`config.mk`:
```
export PLATFORM = sky130hd
export DESIGN_NAME = imgproc_frame_ctrl
export DESIGN_NICKNAME = d
export VERILOG_FILES = /design/src/rtl/imgproc_frame_ctrl.sv
export SDC_FILE = /design/constraint.sdc
export NUM_CORES = 1
export LEC_CHECK = 0
export ABC_AREA = 1
export CORE_AREA = 2 2 104 76
export CTS_CLUSTER_DIAMETER = 120
export CTS_CLUSTER_SIZE = 10
export DETAILED_ROUTE_END_ITERATION = 8
export DIE_AREA = 0 0 106 78
export DONT_BUFFER_PORTS = 1
export PLACE_DENSITY = 0.79
export SLEW_MARGIN = 15
export SYNTH_ARGS = -nofsm -noshare
export SYNTH_HDL_FRONTEND = slang
export SYNTH_SLANG_ARGS = --single-unit
```
`constraint.sdc`:
```
create_clock -name iCLK -period 2.3 [get_ports iCLK]
set_clock_uncertainty 0.2 [all_clocks]
set_input_delay 0.46 -clock iCLK [delete_from_list [all_inputs] [get_ports iCLK]]
set_output_delay 0.46 -clock iCLK [all_outputs]
set_load 0.02 [all_outputs]
```
`src/rtl/imgproc_frame_ctrl.sv`:
```
// imgproc_frame_ctrl: frame sequencer for the camera pipeline.
// Tracks FVAL/DVAL, drives pixel counters, mode latch, drain window.
module imgproc_frame_ctrl #(
  parameter int WIDTH     = 640,
  parameter int HEIGHT    = 480,
  parameter int DRAIN_CYC = 642
) (
  input  logic        iCLK,
  input  logic        iRST,
  input  logic        iFVAL,
  input  logic        iDVAL,
  input  logic        iSW,
  output logic [15:0] oX_Cont,
  output logic [15:0] oY_Cont,
  output logic        oMODE,
  output logic        oSOF,
  output logic        oEOF,
  output logic        oBUSY,
  output logic [15:0] oFRAME_CNT,
  output logic        oERR
);

  localparam int DW = (DRAIN_CYC > 1) ? $clog2(DRAIN_CYC) : 1;
  localparam logic [15:0] X_LAST = 16'(WIDTH - 1);
  localparam logic [15:0] Y_LAST = 16'(HEIGHT - 1);
  localparam logic [DW-1:0] D_LOAD = DW'(DRAIN_CYC - 1);

  typedef enum logic [1:0] {
    S_WAIT  = 2'd0,
    S_ACT   = 2'd1,
    S_DRAIN = 2'd2
  } state_t;

  state_t        state_q, state_d;
  logic          fval_q, fval_d;
  logic [DW-1:0] drain_q, drain_d;
  logic [15:0]   x_q, x_d;
  logic [15:0]   y_q, y_d;
  logic          mode_q, mode_d;
  logic          sof_q, sof_d;
  logic          eof_q, eof_d;
  logic [15:0]   cnt_q, cnt_d;
  logic          err_q, err_d;

  logic rise;
  logic last;

  assign rise = iFVAL & ~fval_q;
  assign last = (x_q == X_LAST) && (y_q == Y_LAST);

  // Next-state: frame sequencing, pixel counters, drain timer, status.
  always_comb begin
    state_d = state_q;
    fval_d  = iFVAL;
    drain_d = drain_q;
    x_d     = x_q;
    y_d     = y_q;
    mode_d  = mode_q;
    sof_d   = 1'b0;
    eof_d   = 1'b0;
    cnt_d   = cnt_q;
    err_d   = err_q;
    unique case (state_q)
      S_WAIT: begin
        if (rise) begin
          state_d = S_ACT;
          x_d     = 16'd0;
          y_d     = 16'd0;
          mode_d  = iSW;
          sof_d   = 1'b1;
        end
      end
      S_ACT: begin
        if (iDVAL && last) begin
          // Last pixel wins over a coincident FVAL drop.
          state_d = S_DRAIN;
          drain_d = D_LOAD;
          eof_d   = 1'b1;
          cnt_d   = cnt_q + 16'd1;
          x_d     = 16'd0;
          y_d     = 16'd0;
        end else if (!iFVAL) begin
          state_d = S_DRAIN;
          drain_d = D_LOAD;
          err_d   = 1'b1;
        end else if (iDVAL) begin
          if (x_q != X_LAST) begin
            x_d = x_q + 16'd1;
          end else begin
            x_d = 16'd0;
            y_d = y_q + 16'd1;
          end
        end
      end
      S_DRAIN: begin
        // A frame starting here cannot be processed; it is dropped.
        if (rise) err_d = 1'b1;
        if (drain_q == '0) begin
          state_d = S_WAIT;
        end else begin
          drain_d = drain_q - 1'b1;
        end
      end
      default: state_d = S_WAIT;
    endcase
  end

  // State and registered outputs, cleared asynchronously on reset.
  always_ff @(posedge iCLK or posedge iRST) begin
    if (iRST) begin
      state_q <= S_WAIT;
      fval_q  <= 1'b0;
      drain_q <= '0;
      x_q     <= 16'd0;
      y_q     <= 16'd0;
      mode_q  <= 1'b0;
      sof_q   <= 1'b0;
      eof_q   <= 1'b0;
      cnt_q   <= 16'd0;
      err_q   <= 1'b0;
    end else begin
      state_q <= state_d;
      fval_q  <= fval_d;
      drain_q <= drain_d;
      x_q     <= x_d;
      y_q     <= y_d;
      mode_q  <= mode_d;
      sof_q   <= sof_d;
      eof_q   <= eof_d;
      cnt_q   <= cnt_d;
      err_q   <= err_d;
    end
  end

  assign oX_Cont    = x_q;
  assign oY_Cont    = y_q;
  assign oMODE      = mode_q;
  assign oSOF       = sof_q;
  assign oEOF       = eof_q;
  assign oBUSY      = (state_q != S_WAIT);
  assign oFRAME_CNT = cnt_q;
  assign oERR       = err_q;

endmodule

```
==> tab_implementation.tex, run 1 <==
\begin{tabular}{lr}
\hline
Metric & Value \\
\hline
\multicolumn{2}{l}{\textbf{CTS}} \\
\quad CTS tree & yes \\
\quad Clock insertion delay at the later pin of the skew report & 0.36 ns \\
\quad Buffer cell driving the clock tree root & clkbuf\_8 \\
\quad Number of clock sinks seen by CTS & 65 \\
\quad Max clock buf depth & 2 \\
\quad Post-CTS Repair Setup Buffers & 0 \\
\quad CTS clk-pin slew, worst paths & 0.08 ns \\
\quad Number of buffers added by the clock tree synthesis step & 9 \\
\quad CTS HTree Levels & 3 \\
\multicolumn{2}{l}{\textbf{Critical path}} \\
\quad Cell type group with the largest total delay on the critical path & simple AND/OR/NAND/NOR gates \\
\quad Slowest stage cell, crit path & dfrtp\_1 \\
\quad Required time of the critical path & 2.34 ns \\
\quad Critical path capture point type & flip-flop \\
\quad Chain of cells forming the critical path & nand2\_1, nor2\_1, nand2\_1, nor2\_2, nand3\_1, nor2\_1, inv\_1, nand2\_1, o21ai\_0 \\
\quad Cells on worst reg2reg path & 9 \\
\quad Critical path data arrival time & 2.19 ns \\
\quad Most common cell on crit path & nand2\_1 \\
\quad Worst flop-to-flop path endpoint & oFRAME\_CNT[13] \\
\quad Count of buffer and inverter cells on the critical path & 1 \\
\quad R2R Path Start & oX\_Cont[4] \\
\quad Setup slack, reg-to-reg & 0.15 ns \\
\quad Highest net fanout along the worst path & 7 \\
\quad Crit path kind & flip-flop to flip-flop \\
\quad Largest incremental delay on the critical path & 0.56 ns \\
\quad Startpoint kind of the worst setup timing path & flip-flop \\
\multicolumn{2}{l}{\textbf{Placement}} \\
\quad Port bufs & 0 \\
\quad Routability cong. & 0.974 \\
\quad Dpl hpwl & 7.82 mm \\
\quad Setup Slack @ Placement & 0.152 ns \\
\multicolumn{2}{l}{\textbf{Drt}} \\
\quad DRC violations left & 0 \\
\quad Number of antenna-violating nets in the routed design & 0 \\
\quad Routed wire length & 10.7 mm \\
\quad Wire length per cell after detailed routing & 15.1 um \\
\quad Vias after detailed routing & 3986 \\
\quad Number of iterations in the first detailed-routing pass & 5 \\
\quad Average vias per placed instance & 5.61 \\
\quad Iteration-0 DRC Markers & 297 \\
\multicolumn{2}{l}{\textbf{Synthesis}} \\
\quad Net count after synthesis & 578 \\
\quad Cell count after synthesis & 568 \\
\quad Number of register bits inferred by synthesis & 65 \\
\quad Seq/Total Area, Yosys & 0.394 \\
\quad Primary FF master, synth & dfrtp\_1 \\
\quad Async S/R FF share, synth & 1.00 \\
\quad Post-synthesis cell area & 4120 um\^{}2 \\
\quad Synth warn & 0 \\
\quad Per-instance average area after synthesis & 7.26 um\^{}2 \\
\quad EDFF count, synth & 0 \\
\quad Number of library cell types mapped by synthesis & 37 \\
\multicolumn{2}{l}{\textbf{Power}} \\
\quad Total power per unit cell area & 764 nW/um\^{}2 \\
\quad Peak VDD IR & 659 uV \\
\quad Pleak & 0.00220 uW \\
\multicolumn{2}{l}{\textbf{Floorplanning}} \\
\quad Core Box Area & 7190 um\^{}2 \\
\quad Die Ht & 78 um \\
\quad Die area & 8270 um\^{}2 \\
\quad Starting density of the core & 0.574 \\
\quad Die X-Extent & 106 um \\
\quad Number of primary I/O pins & 58 \\
\quad Num rows & 26 \\
\multicolumn{2}{l}{\textbf{Timing}} \\
\quad Normalized max-slew margin & 0.663 \\
\quad Final WS setup & 0.150 ns \\
\quad Final Cycle Share & 0.935 \\
\quad \# setup viols final & 0 \\
\quad Max frequency & 465 MHz \\
\quad Fin. Hold Viols & 0 \\
\quad Transition time of the tightest slew-check pin & 0.501 ns \\
\quad Final Max Slew Viols & 0 \\
\quad Setup repair after global routing missed its margin & false \\
\quad Sum of negative setup slack & 0 ns \\
\quad Clock period minus worst slack & 2.15 ns \\
\multicolumn{2}{l}{\textbf{Finish}} \\
\quad Final Util & 0.654 \\
\quad Fraction of layout cells with a size suffix above 1 & 0.145 \\
\quad Antenna diode count & 0 \\
\quad Layout overhead on the synthesized area & 14.0\% \\
\quad Number of fillers in the final layout & 635 \\
\quad Net count of the finished layout & 618 \\
\multicolumn{2}{l}{\textbf{Hold path}} \\
\quad Worst hold stages & 2 \\
\quad WHS Endpoint & oMODE \\
\quad Hold/Removal Path Class & input pin to flip-flop \\
\quad Worst hold start & iSW \\
\multicolumn{2}{l}{\textbf{Global routing}} \\
\quad Via count of the first global-routing pass & 3611 \\
\quad Met1 routing resource usage after global routing & 0.388 \\
\quad Global-route wire length before repair & 17.9 mm \\
\quad Pin count of the biggest net entering global routing & 66 \\
\quad Global routing met3 resource utilization & 0.0815 \\
\quad Initial antenna violation count & 0 \\
\quad Overall global routing resource usage & 0.276 \\
\quad Total overflow reported by the global router & 0 \\
\quad Peak-usage layer in the global routing report & met2 \\
\quad Met2 Use GR & 0.420 \\
\multicolumn{2}{l}{\textbf{Run status}} \\
\quad Status & completed \\
\multicolumn{2}{l}{\textbf{Flow run}} \\
\quad MaxCap Viol Count & 0 \\
\hline
\end{tabular}
==> power breakdown <==
group	internal, uW	switching (uW)
logic	341	825
registers	1270	140
clock network	509	509
total	2120	1470
==> what timing repair did <==
item / CTS / global route
resized for setup: 0 / 2
setup endpoints to repair: 0 / 4
endpoints found under the hold margin: 66 / 0
hold buffers: 2 / 0
==> cells by family after synthesis <==
kind of cell	Yosys count	synth area share
AOI/OAI and AO/OA	28	0.0449
xor gates and xnor gates	34	0.0722
adders and majority gates	5	0.0152
buffers and inverters	70	0.0713
DFF	65	0.394
and+or+nand+nor	366	0.402
==> worst max path at each step <==
stage,startpoint,to,cells after the start,slack (ns)
floorplan,iRST,drain_q[0],1,0.01
finish,oX_Cont[4],oFRAME_CNT[13],9,0.15
global placement,oFRAME_CNT[0],oFRAME_CNT[12],6,0.20
detailed placement,oX_Cont[0],oX_Cont[15],11,0.15
global route,oX_Cont[4],oFRAME_CNT[15],9,0.02
CTS,oX_Cont[0],oX_Cont[15],11,0.14
==> placed cells by master (no fill, tap or decap), drive strengths merged, types with 3 or more instances in the layout <==
cell type / netlist / layout
clkinv: 1 / 4
inv: 58 / 60
nand4: 28 / 28
xor2: 28 / 28
dfrtp: 65 / 65
clkbuf: 1 / 9
o21ai: 21 / 21
nand3: 34 / 34
nor4: 4 / 4
nor3: 21 / 21
xnor2: 6 / 6
ha: 5 / 5
nand2: 186 / 186
buf: 10 / 38
nor2: 86 / 86
a21oi: 3 / 3
==> cell type report <==
class	instances	area, um^2	area share
sequential	65	1630	0.346
multi-input combinational	433	2210	0.470
tap	98	123	0.0261
inverter	59	221	0.0471
clock inverter	7	77.6	0.0165
clock buffer	9	124	0.0263
timing repair buffer	40	318	0.0676
==> per-layer routing <==
metal / part of all wire / vias up
li1: - / 1896
met1: 0.44 / 1881
met2: 0.45 / 189
met3: 0.092 / 20
met4: 0.012 / 0
met5: 0 / -
==> state kept, by name, summed over array words and instances (netlist names) <==
name        flops
drain_q        10
oEOF            1
fval_q          1
oSOF            1
oFRAME_CNT     16
state_q         2
oX_Cont        16
oY_Cont        16
oERR            1
oMODE           1
==> worst register-to-register path, delay by kind of cell, from the launching register on <==
family | cells | cell delay, ns
AND/OR/NAND/NOR | 7 | 1.04
flip-flops | 1 | 0.56
buffers and inverters | 1 | 0.15
AO/OA/AOI/OAI | 1 | 0.09
==> synthesized netlist by cell type, types with 5 or more instances <==
cell	count	area [um^2]
dfrtp_1	65	1630
ha_1	5	62.6
inv_1	54	203
nand2_1	180	676
nand2_2	5	31.3
nand3_1	27	135
nand4_1	28	175
nor2_1	80	300
nor3_1	21	105
o21ai_0	8	40.0
o21ai_1	6	30.0
o21ai_2	6	52.6
xnor2_1	6	52.6
xor2_1	28	245
==> per-stage QoR <==
step | total power [uW] | cell area (um^2) | cells | hold slack [ns]
after detailed placement | 2540 | 4470 | 693 | 0.246
final | 3590 | 4700 | 711 | 0.0201
after global routing | 3800 | 4700 | 711 | 0.0455
after CTS | 3570 | 4690 | 711 | 0.0113
after global placement | 2500 | 4470 | 693 | 0.243
after floorplan | 2280 | 4120 | 568 | 0.271
(Power assumes the default switching activity.)
==> inputs of run 2 (changes only) <==
ABC_AREA = not set   (was 1)
CORE_AREA = 2 2 97 71   (was 2 2 104 76)
DIE_AREA = 0 0 99 73   (was 0 0 106 78)
PLACE_DENSITY = 0.78   (was 0.79)
==> run 2 against run 1 <==
Net effect: the run now ends with negative setup slack left; power fell by 7.7%; count of clock-buffer cells in the layout rose by 1; area after synthesis fell by 16%; synthesized cell count fell by 36%.
==> tab_implementation.tex, run 2 <==
\begin{tabular}{lr}
\hline
Metric & Value \\
\hline
\multicolumn{2}{l}{\textbf{Critical path}} \\
\quad Critical path capture point type & flip-flop (unchanged) \\
\quad Highest net fanout along the worst path & 5 (was 7) \\
\quad R2R Path Start & oY\_Cont[15] (was oX\_Cont[4]) \\
\quad Crit path kind & flip-flop to flip-flop (unchanged) \\
\quad Startpoint kind of the worst setup timing path & flip-flop (unchanged) \\
\quad Critical path data arrival time & 2.50 ns (was 2.19 ns) \\
\quad Required time of the critical path & 2.33 ns (was 2.34 ns) \\
\quad Cells on worst reg2reg path & 6 (was 9) \\
\quad Setup slack, reg-to-reg & -0.18 ns (was 0.15 ns) \\
\quad Worst flop-to-flop path endpoint & oY\_Cont[10] (was oFRAME\_CNT[13]) \\
\multicolumn{2}{l}{\textbf{CTS}} \\
\quad CTS HTree Levels & 3 (unchanged) \\
\quad Clock insertion delay at the later pin of the skew report & 0.35 ns (was 0.36 ns) \\
\quad Number of buffers added by the clock tree synthesis step & 9 (unchanged) \\
\quad CTS clk-pin slew, worst paths & 0.07 ns (was 0.08 ns) \\
\quad Max clock buf depth & 2 (unchanged) \\
\quad Buffer cell driving the clock tree root & clkbuf\_8 (unchanged) \\
\quad Number of clock sinks seen by CTS & 65 (unchanged) \\
\quad CTS tree & yes (unchanged) \\
\multicolumn{2}{l}{\textbf{Synthesis}} \\
\quad Post-synthesis cell area & 3470 um\^{}2 (was 4120 um\^{}2) \\
\quad Proportion of netlist area held by the largest area contributor & 0.468 (was 0.394) \\
\quad Most common library cells after synthesis & 65 x dfrtp\_1, 26 x nor2\_1, 25 x nand3\_1, 23 x a21oi\_1, 20 x nand2\_1 (was 180 x nand2\_1, 80 x nor2\_1, 65 x dfrtp\_1, 54 x inv\_1) \\
\quad EDFF count, synth & 0 (unchanged) \\
\quad Seq/Total Area, Yosys & 0.468 (was 0.394) \\
\quad Primary FF master, synth & dfrtp\_1 (unchanged) \\
\quad Net count after synthesis & 373 (was 578) \\
\quad Per-instance average area after synthesis & 9.57 um\^{}2 (was 7.26 um\^{}2) \\
\quad Most area-hungry cell type in the Yosys netlist & dfrtp\_1 (unchanged) \\
\quad Number of register bits inferred by synthesis & 65 (unchanged) \\
\quad Largest cells by area after synthesis & dfrtp\_1 47\%, nand3\_1 3.6\%, a21oi\_1 3.3\% (was dfrtp\_1 39\%, nand2\_1 16\%, nor2\_1 7.3\%) \\
\quad Async S/R FF share, synth & 1.00 (unchanged) \\
\quad Dominant cell by count in the synthesized netlist & dfrtp\_1 (was nand2\_1) \\
\quad Number of library cell types mapped by synthesis & 46 (was 37) \\
\quad Synth warn & 0 (unchanged) \\
\quad Cell count after synthesis & 363 (was 568) \\
\multicolumn{2}{l}{\textbf{Timing}} \\
\quad Fin. Hold Viols & 0 (unchanged) \\
\quad Normalized max-slew margin & 0.677 (was 0.663) \\
\quad \# setup viols final & 34 (was 0) \\
\quad Final Cycle Share & 1.08 (was 0.935) \\
\quad Clock period minus worst slack & 2.48 ns (was 2.15 ns) \\
\quad Final WS setup & -0.175 ns (was 0.150 ns) \\
\quad Final Max Slew Viols & 0 (unchanged) \\
\quad Transition time of the tightest slew-check pin & 0.481 ns (was 0.501 ns) \\
\quad Max frequency & 404 MHz (was 465 MHz) \\
\quad Setup repair after global routing missed its margin & true (was false) \\
\multicolumn{2}{l}{\textbf{Drt}} \\
\quad DRC violations left & 0 (unchanged) \\
\quad Number of iterations in the first detailed-routing pass & 4 (was 5) \\
\quad Number of antenna-violating nets in the routed design & 0 (unchanged) \\
\quad Iteration-0 DRC Markers & 172 (was 297) \\
\quad Wire length per cell after detailed routing & 18.0 um (was 15.1 um) \\
\quad Routed wire length & 9.30 mm (was 10.7 mm) \\
\quad Vias after detailed routing & 3207 (was 3986) \\
\quad Average vias per placed instance & 6.20 (was 5.61) \\
\multicolumn{2}{l}{\textbf{Flow run}} \\
\quad MaxCap Viol Count & 0 (unchanged) \\
\multicolumn{2}{l}{\textbf{Hold path}} \\
\quad Worst hold stages & 1 (was 2) \\
\quad Hold/Removal Path Class & input pin to flip-flop (unchanged) \\
\quad WHS Endpoint & state\_q[0] (was oMODE) \\
\quad Worst hold start & iFVAL (was iSW) \\
\multicolumn{2}{l}{\textbf{Finish}} \\
\quad Antenna diode count & 0 (unchanged) \\
\quad Leading cell types in the layout, fill and taps excluded & 63 x buf\_4, 56 x dfrtp\_1, 25 x nand3\_1, 21 x nor2\_1, 19 x nand2\_1 (was 180 x nand2\_1, 80 x nor2\_1, 65 x dfrtp\_1, 52 x inv\_1, 37 x buf\_4) \\
\quad Final Util & 0.713 (was 0.654) \\
\quad Final Instance Area & 4570 um\^{}2 (was 4700 um\^{}2) \\
\quad Most common cell after layout, fill and taps aside & buf\_4 (was nand2\_1) \\
\quad Layout overhead on the synthesized area & 31.6\% (was 14.0\%) \\
\quad Fraction of layout cells with a size suffix above 1 & 0.328 (was 0.145) \\
\quad Net count of the finished layout & 441 (was 618) \\
\quad Number of fillers in the final layout & 455 (was 635) \\
\quad FF/Latch Area & 1640 um\^{}2 (was 1630 um\^{}2) \\
\quad Total area of multi-input combinational cells & 1980 um\^{}2 (was 2210 um\^{}2) \\
\quad Final cell count without fillers & 517 (was 711) \\
\multicolumn{2}{l}{\textbf{Placement}} \\
\quad Routability cong. & 0.836 (was 0.974) \\
\quad Port bufs & 0 (unchanged) \\
\quad Dpl hpwl & 6.36 mm (was 7.82 mm) \\
\quad Cell area after placement & 4080 um\^{}2 (was 4470 um\^{}2) \\
\quad Placed instance count & 489 (was 693) \\
\multicolumn{2}{l}{\textbf{Power}} \\
\quad PnR Total Power & 3320 uW (was 3590 uW) \\
\quad Total power per unit cell area & 726 nW/um\^{}2 (was 764 nW/um\^{}2) \\
\quad Peak VDD IR & 510 uV (was 659 uV) \\
\quad Pleak & 0.00198 uW (was 0.00220 uW) \\
\multicolumn{2}{l}{\textbf{Global routing}} \\
\quad Via count of the first global-routing pass & 3266 (was 3611) \\
\quad Pin count of the biggest net entering global routing & 66 (unchanged) \\
\quad Global-route wire length before repair & 15.4 mm (was 17.9 mm) \\
\quad Overall global routing resource usage & 0.271 (was 0.276) \\
\quad Total overflow reported by the global router & 0 (unchanged) \\
\quad Initial antenna violation count & 0 (unchanged) \\
\multicolumn{2}{l}{\textbf{Floorplanning}} \\
\quad Number of primary I/O pins & 58 (unchanged) \\
\quad Num rows & 25 (was 26) \\
\quad Starting density of the core & 0.542 (was 0.574) \\
\quad Die area & 7230 um\^{}2 (was 8270 um\^{}2) \\
\quad Die X-Extent & 99 um (was 106 um) \\
\quad Core Box Area & 6410 um\^{}2 (was 7190 um\^{}2) \\
\quad Die Ht & 73 um (was 78 um) \\
\multicolumn{2}{l}{\textbf{Run status}} \\
\quad Status & finished with violations (was completed) \\
\quad Violated checks & negative setup slack \\
\hline
\end{tabular}
-- run 2: layer usage --
metal  up-vias  global-route usage  wire [um]  part of all wire
met5         -                   0          0                 0
met4         0               0.117        129             0.014
met3        15              0.0747        653             0.070
met2       112               0.438       4520              0.49
met1      1584               0.345       3990              0.43
li1       1496                   -          -                 -
-- run 2: through the flow --
| step | TNS, ns | hold slack [ns] | setup slack (ns) |
|---|---|---|---|
| floorplan | -6.13 | 0.278 | -0.285 |
| global placement | -1.30 | 0.245 | -0.0901 |
| detailed placement | -3.38 | 0.246 | -0.175 |
| CTS | -2.59 | 0.000866 | -0.174 |
| global route | -6.31 | 0.0173 | -0.237 |
| finish | -3.38 | 0.0228 | -0.175 |
-- run 2: cells by family (layout without fill, tap and decap cells) --
kind of cell / after synthesis / count (layout) / synth area share
fa+ha+maj: 5 / 5 / 0.0180
simple gates: 157 / 157 / 0.265
compound gates: 79 / 79 / 0.147
mux: 3 / 3 / 0.00937
xor+xnor: 23 / 23 / 0.0580
buf+inv: 31 / 104 / 0.0346
flops: 65 / 65 / 0.468
-- run 2: repair_timing --
action / CTS / global route
pin swaps: 7 / 20
hold buffers: 2 / 0
resized for setup: 10 / 35
setup endpoints to repair: 35 / 53
setup buffers: 4 / 6
endpoints found under the hold margin: 66 / 0
-- run 2: critical path: stages (launching register included) --
cell      delay (ns)
dfrtp_1         0.39
or4_4           0.60
buf_4           0.17
o41ai_4         0.37
a21oi_4         0.14
nand2b_4        0.19
a211o_1         0.30
-- run 2: cell type report --
| type | instances | area share |
|---|---|---|
| Timing Repair Buffer | 72 | 0.129 |
| Clock inverter | 6 | 0.0145 |
| Sequential cell | 65 | 0.358 |
| Multi-Input combinational cell | 267 | 0.433 |
| Inverter | 16 | 0.0131 |
| Tap cell | 81 | 0.0222 |
| Clock buffer | 10 | 0.0301 |
-- run 2: where the power goes --
| group | switching [uW] | leakage, uW | total, uW | internal (uW) |
|---|---|---|---|---|
| combinational | 555 | 0.00104 | 933 | 378 |
| sequential | 123 | 0.000851 | 1380 | 1260 |
| clock | 470 | 0.0000949 | 1000 | 531 |
| total | 1150 | 0.00198 | 3320 | 2170 |
-- run 2: how the worst max path moves through the flow --
stage / from / endpoint / slack [ns] / cells after the start
detailed placement: oY_Cont[5] / oY_Cont[10] / -0.18 / 5
CTS: oY_Cont[10] / oX_Cont[12] / -0.17 / 6
finish: oY_Cont[15] / oY_Cont[10] / -0.18 / 6
global route: oY_Cont[15] / oX_Cont[5] / -0.24 / 6
global placement: oY_Cont[5] / oY_Cont[10] / -0.09 / 5
floorplan: oY_Cont[10] / oX_Cont[14] / -0.29 / 7
